--- src/rtl/psum_glb_drain_if.sv ---
// Bundle of the drain engine's control, PSUM GLB port-A and output-FIFO signals.
// The engine side uses master; the controller/GLB/FIFO environment uses slave.
interface psum_glb_drain_if #(
    parameter int FIFO_WIDTH     = 64,
    parameter int PSUM_GLB_DEPTH = 16
);
    localparam int ADDR_WIDTH = $clog2(PSUM_GLB_DEPTH);

    logic                  start;
    logic [ADDR_WIDTH-1:0] base_addr;
    logic [ADDR_WIDTH:0]   num_words;
    logic                  busy;
    logic                  done;
    logic                  re_a_psum;
    logic [ADDR_WIDTH-1:0] addr_a_psum;
    logic [FIFO_WIDTH-1:0] rdata_a_psum;
    logic                  fifo_full;
    logic                  fifo_wr_en;
    logic [FIFO_WIDTH-1:0] fifo_wdata;

    modport master (
        input  start, base_addr, num_words, rdata_a_psum, fifo_full,
        output busy, done, re_a_psum, addr_a_psum, fifo_wr_en, fifo_wdata
    );

    modport slave (
        output start, base_addr, num_words, rdata_a_psum, fifo_full,
        input  busy, done, re_a_psum, addr_a_psum, fifo_wr_en, fifo_wdata
    );
endinterface

--- src/rtl/psum_glb_drain.sv ---
// Streams a programmed run of packed words from PSUM GLB port A into the output FIFO,
// absorbing FIFO backpressure in a 2-entry hold buffer so no word is lost or duplicated.
module psum_glb_drain #(
    parameter int FIFO_WIDTH     = 64,
    parameter int DATA_WIDTH     = 16,
    parameter int PSUM_GLB_DEPTH = 16
) (
    input  logic             clk,
    input  logic             rst_n,
    psum_glb_drain_if.master bus
);
    localparam int PACK       = FIFO_WIDTH / DATA_WIDTH;
    localparam int ADDR_WIDTH = $clog2(PSUM_GLB_DEPTH);

    localparam logic [ADDR_WIDTH:0] PACK_STEP = (ADDR_WIDTH+1)'(PACK);
    localparam logic [ADDR_WIDTH:0] DEPTH_LIM = (ADDR_WIDTH+1)'(PSUM_GLB_DEPTH);
    localparam logic [ADDR_WIDTH:0] CNT_ONE   = (ADDR_WIDTH+1)'(1);

    typedef enum logic [1:0] {IDLE, RUN, DRAIN, DONE} state_t;

    state_t                state_reg;
    logic [ADDR_WIDTH-1:0] addr_reg;
    logic [ADDR_WIDTH:0]   issue_cnt_reg;
    logic [ADDR_WIDTH:0]   out_cnt_reg;
    logic                  inflight_reg;
    logic                  zero_run_reg;
    logic [1:0]            hold_cnt_reg;
    logic [1:0]            hold_cnt_next;
    logic [FIFO_WIDTH-1:0] hold_mem_reg  [2];
    logic [FIFO_WIDTH-1:0] hold_mem_next [2];

    logic                  issue;
    logic                  hold_pop;
    logic                  ret_push;
    logic                  last_write;
    logic [ADDR_WIDTH:0]   addr_sum;
    logic [ADDR_WIDTH-1:0] addr_next;

    // Credit check uses only registered occupancy, so a pop this cycle never frees a slot early.
    assign issue = (state_reg == RUN) && (issue_cnt_reg != '0) &&
                   ((hold_cnt_reg + {1'b0, inflight_reg}) < 2'd2);

    assign bus.fifo_wr_en = !bus.fifo_full && ((hold_cnt_reg != 2'd0) || inflight_reg);
    assign bus.fifo_wdata = (hold_cnt_reg != 2'd0) ? hold_mem_reg[0] : bus.rdata_a_psum;

    assign hold_pop   = bus.fifo_wr_en && (hold_cnt_reg != 2'd0);
    assign ret_push   = inflight_reg && !(bus.fifo_wr_en && (hold_cnt_reg == 2'd0));
    assign last_write = (state_reg == DRAIN) && bus.fifo_wr_en && (out_cnt_reg == CNT_ONE);

    // A zero-length run reports completion from the DONE cycle itself.
    assign bus.done        = last_write || ((state_reg == DONE) && zero_run_reg);
    assign bus.busy        = (state_reg != IDLE);
    assign bus.re_a_psum   = issue;
    assign bus.addr_a_psum = addr_reg;

    assign addr_sum  = {1'b0, addr_reg} + PACK_STEP;
    assign addr_next = (addr_sum >= DEPTH_LIM) ? ADDR_WIDTH'(addr_sum - DEPTH_LIM)
                                               : addr_sum[ADDR_WIDTH-1:0];

    // Pop shifts the head out first, then a push lands at the post-pop tail.
    always_comb begin
        hold_mem_next = hold_mem_reg;
        hold_cnt_next = hold_cnt_reg;
        if (hold_pop) begin
            hold_mem_next[0] = hold_mem_reg[1];
            hold_cnt_next    = hold_cnt_reg - 2'd1;
        end
        if (ret_push) begin
            hold_mem_next[hold_cnt_next[0]] = bus.rdata_a_psum;
            hold_cnt_next                   = hold_cnt_next + 2'd1;
        end
    end

    always_ff @(posedge clk or negedge rst_n) begin
        if (!rst_n) begin
            state_reg     <= IDLE;
            addr_reg      <= '0;
            issue_cnt_reg <= '0;
            out_cnt_reg   <= '0;
            inflight_reg  <= 1'b0;
            zero_run_reg  <= 1'b0;
            hold_cnt_reg  <= '0;
            for (int i = 0; i < 2; i++) begin
                hold_mem_reg[i] <= '0;
            end
        end else begin
            inflight_reg <= issue;
            hold_cnt_reg <= hold_cnt_next;
            for (int i = 0; i < 2; i++) begin
                hold_mem_reg[i] <= hold_mem_next[i];
            end
            if (bus.fifo_wr_en) begin
                out_cnt_reg <= out_cnt_reg - CNT_ONE;
            end
            if (issue) begin
                addr_reg      <= addr_next;
                issue_cnt_reg <= issue_cnt_reg - CNT_ONE;
            end
            case (state_reg)
                IDLE: begin
                    if (bus.start) begin
                        addr_reg      <= bus.base_addr;
                        issue_cnt_reg <= bus.num_words;
                        out_cnt_reg   <= bus.num_words;
                        zero_run_reg  <= (bus.num_words == '0);
                        state_reg     <= (bus.num_words == '0) ? DONE : RUN;
                    end
                end
                RUN: begin
                    if (issue && (issue_cnt_reg == CNT_ONE)) begin
                        state_reg <= DRAIN;
                    end
                end
                DRAIN: begin
                    if (last_write) begin
                        state_reg <= DONE;
                    end
                end
                DONE: begin
                    zero_run_reg <= 1'b0;
                    state_reg    <= IDLE;
                end
                default: state_reg <= IDLE;
            endcase
        end
    end
endmodule
--- src/flat_wrapper.sv ---
// flat-port wrapper written by rule: the top's interface ports become plain ports
module psum_glb_drain_flat 
#(
    parameter int FIFO_WIDTH     = 64,
    parameter int DATA_WIDTH     = 16,
    parameter int PSUM_GLB_DEPTH = 16
)
  (clk, rst_n, bus_start, bus_base_addr, bus_num_words, bus_rdata_a_psum, bus_fifo_full, bus_busy, bus_done, bus_re_a_psum, bus_addr_a_psum, bus_fifo_wr_en, bus_fifo_wdata);
  psum_glb_drain_if #(.FIFO_WIDTH(FIFO_WIDTH), .PSUM_GLB_DEPTH(PSUM_GLB_DEPTH)) bus_i ();
  input  logic clk;
  input  logic rst_n;
  input wire logic [$bits(bus_i.start)-1:0] bus_start;
  input wire logic [$bits(bus_i.base_addr)-1:0] bus_base_addr;
  input wire logic [$bits(bus_i.num_words)-1:0] bus_num_words;
  input wire logic [$bits(bus_i.rdata_a_psum)-1:0] bus_rdata_a_psum;
  input wire logic [$bits(bus_i.fifo_full)-1:0] bus_fifo_full;
  output wire logic [$bits(bus_i.busy)-1:0] bus_busy;
  output wire logic [$bits(bus_i.done)-1:0] bus_done;
  output wire logic [$bits(bus_i.re_a_psum)-1:0] bus_re_a_psum;
  output wire logic [$bits(bus_i.addr_a_psum)-1:0] bus_addr_a_psum;
  output wire logic [$bits(bus_i.fifo_wr_en)-1:0] bus_fifo_wr_en;
  output wire logic [$bits(bus_i.fifo_wdata)-1:0] bus_fifo_wdata;
  assign bus_i.start = bus_start;
  assign bus_i.base_addr = bus_base_addr;
  assign bus_i.num_words = bus_num_words;
  assign bus_i.rdata_a_psum = bus_rdata_a_psum;
  assign bus_i.fifo_full = bus_fifo_full;
  assign bus_busy = bus_i.busy;
  assign bus_done = bus_i.done;
  assign bus_re_a_psum = bus_i.re_a_psum;
  assign bus_addr_a_psum = bus_i.addr_a_psum;
  assign bus_fifo_wr_en = bus_i.fifo_wr_en;
  assign bus_fifo_wdata = bus_i.fifo_wdata;
  psum_glb_drain #(.FIFO_WIDTH(FIFO_WIDTH), .DATA_WIDTH(DATA_WIDTH), .PSUM_GLB_DEPTH(PSUM_GLB_DEPTH)) u_core (.clk(clk), .rst_n(rst_n), .bus(bus_i));
endmodule
--- config.mk ---
export PLATFORM = sky130hd
export DESIGN_NAME = psum_glb_drain_flat
export DESIGN_NICKNAME = d
export VERILOG_FILES = /design/src/rtl/psum_glb_drain_if.sv /design/src/rtl/psum_glb_drain.sv /design/src/flat_wrapper.sv
export SDC_FILE = /design/constraint.sdc
export NUM_CORES = 1
export LEC_CHECK = 0
export CORE_MARGIN = 8
export CORE_UTILIZATION = 25
export CTS_BUF_LIST = sky130_fd_sc_hd__clkbuf_4
export DETAILED_ROUTE_END_ITERATION = 7
export PLACE_DENSITY_LB_ADDON = 0.15
export SYNTH_ARGS = -nofsm -noshare
export SYNTH_HDL_FRONTEND = slang
export SYNTH_SLANG_ARGS = --single-unit
--- constraint.sdc ---
create_clock -name clk -period 3.8 [get_ports clk]
set_input_delay 0.76 -clock clk [delete_from_list [all_inputs] [get_ports clk]]
set_output_delay 0.76 -clock clk [all_outputs]
set_load 0.01 [all_outputs]
==> impl_metrics.py <==
metrics = {
    "die": {
        "start_util_pct": 25.3,
        "io_pins": 149,
        "core_area_sq_um": 28700,
        "fp.dieArea_sq_um": 34800,
        "chipWidth_um": 187,
        "rows": 62,
        "die_y_um": 187,
    },
    "global_route": {
        "grt_pass1_vias": 5674,
        "grt_start_max_net_pins": 90,
        "antenna_found_initial": 1,
        "grt_overflow": 0,
        "grt_usage_pct": 11.0,
        "grt_pass1_wl_mm": 31.2,
    },
    "setup_path": {
        "path_cells": "inv_1, ha_4, nand2b_1, and2_0, a32o_1, clkdlybuf4s50_1",
        "arrival_ns": 2.78,
        "endpoint_kind": "primary output",
        "regToRegSetupSlack_ns": 1.06,
        "max_stage_delay_ns": 0.47,
        "crit_required_ns": 3.04,
        "path_class": "flop to primary output",
        "critPathTopFamily": "buffers and inverters",
        "rr_worst_depth": 8,
        "critical_path_buf_inv_count": 2,
        "start_kind": "flop",
        "rr_startpoint": "u_core.hold_cnt_reg[0]$_DFF_PN0_",
        "cp_slowest_cell": "dfrtp_1",
        "cp_max_fo": 15,
    },
    "clock_network": {
        "root_buffer": "clkbuf_4",
        "clk_pin_slew_ns": 0.14,
        "clock_latency_ns": 0.52,
        "hold_buffers": 0,
        "htree_levels": 4,
        "cts.sinks": 148,
        "cts_buffers": 17,
        "clockBufferDepth": 2,
        "cts_tree": "built",
    },
    "sta": {
        "finalSetupViolCount": 0,
        "max_slew.worst_pin.slew_ns": 0.856,
        "rsz0062_at_grt": "false",
        "fin_crit_ns": 3.54,
        "max_freq_mhz": 283,
        "clock_skew_ns": 0.0234,
        "finalCritPeriodShare_pct": 93.1,
        "relSlewSlack_pct": 42.9,
        "tns_ns": 0,
        "final_max_slew_viol_count": 0,
        "finalHoldViolCount": 0,
    },
    "job": {
        "cap_viol_max_count": 0,
    },
    "logic_synthesis": {
        "ys.flop_type": "dfrtp_1",
        "synth-xor-area-share_pct": 0.844,
        "synth_top_family_by_area": "multiplexers",
        "ys_seq_area_share_pct": 51.0,
        "syn_avg_cell_area_sq_um": 11.7,
        "yosysTopAreaCellShare_pct": 51.0,
        "synthMuxAreaShare_pct": 29.1,
        "synth-simple-area-share_pct": 6.30,
        "yosys-top-cells-area": "dfrtp_1, mux2_2, mux2i_1",
        "yosysTopAreaCell": "dfrtp_1",
        "async_reset_ff_share_pct": 100,
        "synth_nets": 709,
        "synthDistinctLibCells": 41,
        "synthAdderAreaFrac_pct": 1.89,
        "synth-compound-area-share_pct": 7.56,
        "synth-edff-count": 0,
        "syn-cell-area_sq_um": 7270,
        "synth_seq_cells": 148,
        "ys_warn_count": 0,
        "synthesis.instances": 621,
    },
    "place": {
        "dp_cells": 1122,
        "hpwl_mm": 12.5,
        "io_buffers": 148,
        "gp_congestion": 0.741,
    },
    "finish": {
        "fillCellCount": 2910,
        "drive_gt1_share_pct": 22.9,
        "final_nets": 846,
        "instances_no_fill": 1154,
        "seqCellArea_sq_um": 3700,
        "area_growth_syn_to_layout_pct": 31.5,
        "multi_input_area_sq_um": 3360,
    },
    "status": {
        "status": "finished, final reports clean",
    },
    "drt": {
        "drcViolationCount": 0,
        "drtAntennaViolNets": 0,
        "drt-wirelength-per-cell_um": 16.4,
        "num_vias": 5140,
        "drt-initial-drc-count": 229,
        "drt_pass1_iterations": 4,
        "via_per_inst": 4.45,
        "wl_mm": 18.9,
    },
    "power_and_ir_drop": {
        "ir_worst_vdd_uv": 384,
        "power_density_nw_per_um2": 828,
        "cellLeakagePower_nw": 4.00,
    },
    "min_path": {
        "hp-class": "primary input to asynchronous set/reset pin",
    },
}
[logic make-up (layout without fill, tap and decap cells)]
family,Yosys count,after routing
other,0,1
AND/OR/NAND/NOR,105,105
buffers and inverters,55,203
adder cells (fa/ha/maj),11,11
AO/OA/AOI/OAI,100,100
flip-flops,148,148
XOR/XNOR,7,7
multiplexers,195,195
[per-stage QoR]
stage | instance area (sq um) | hold slack, ns | util (%) | setup WS (ns) | total power, mW
2_1_floorplan | 7270 | 0.464 | - | 1.15 | 5.18
3_3_place_gp | 9230 | 0.486 | 32.2 | 0.541 | 6.78
3_5_place_dp | 9230 | 0.496 | 32.2 | 0.528 | 6.90
4_1_cts | 9560 | 0.280 | 33.3 | 0.146 | 8.09
5_1_grt | 9560 | 0.282 | 33.3 | 0.0197 | 8.55
6_report | 9560 | 0.296 | 33.3 | 0.262 | 7.91
[cell usage in the layout (no fill, tap or decap), types with 5 or more instances in the layout]
cell type        count
dfrtp_1            148
clkdlybuf4s50_1    147
mux2_2             130
a21oi_1             75
nor2_1              73
mux2i_1             65
clkbuf_4            17
inv_1               14
ha_1                 9
or3_1                7
o21ai_0              7
a31oi_1              6
buf_12               6
nand2_1              5
[worst max path at each step]
stage	start	end	slack, ns	depth (start not counted)
floorplan	u_core.hold_cnt_reg[0]$_DFF_PN0_	flop	1.15	11
global placement	bus_fifo_full	bus_done	0.54	5
detailed placement	bus_fifo_full	bus_done	0.53	5
CTS	u_core.hold_cnt_reg[0]$_DFF_PN0_	bus_done	0.15	6
global route	u_core.hold_cnt_reg[0]$_DFF_PN0_	bus_done	0.02	6
finish	u_core.hold_cnt_reg[0]$_DFF_PN0_	bus_done	0.26	6
[metal layers]
metal	vias to the layer above	part of all wire [%]	track usage [%]	wire length, um
met2	103	50	19.0	9470
met3	12	4.2	3.15	803
met5	-	0	0	0
met1	2558	45	13.1	8440
met4	0	1.2	3.33	232
li1	2467	-	-	-
[synth_stat cells (2+ instances only)]
cell type and count:
dfrtp_1 148, buf_1 3, nor2b_1 2, o21ai_0 8
a21boi_0 2, a21oi_1 75, mux2i_1 65, xnor2_1 4
nor3_1 4, clkbuf_1 14, xor2_1 3, a31oi_1 6
buf_2 21, nor2_1 74, ha_1 11, nand2_1 5
or3_1 7, nand3_1 4, inv_1 14, mux2_2 130
[power breakdown]
group	total (mW)	internal [mW]	switching, mW
logic	4.00	2.30	1.71
registers	2.79	2.36	0.436
clock network	1.12	0.517	0.603
[area by class of cell]
| type | instances | share of cell area, % |
|---|---|---|
| antenna | 1 | 0.0262 |
| clock buffer | 17 | 1.34 |
| clock inverter | 13 | 1.92 |
| inverter | 15 | 0.589 |
| multi-input combinational | 418 | 35.2 |
| sequential | 148 | 38.7 |
| tap | 384 | 5.03 |
| timing repair buffer | 158 | 17.2 |
[what timing repair did]
action / CTS / global route
buffers inserted: 1 / 0
setup endpoints to repair: 1 / 0
resized for setup: 0 / 0
No activity file was read; power rests on OpenSTA's default activity.
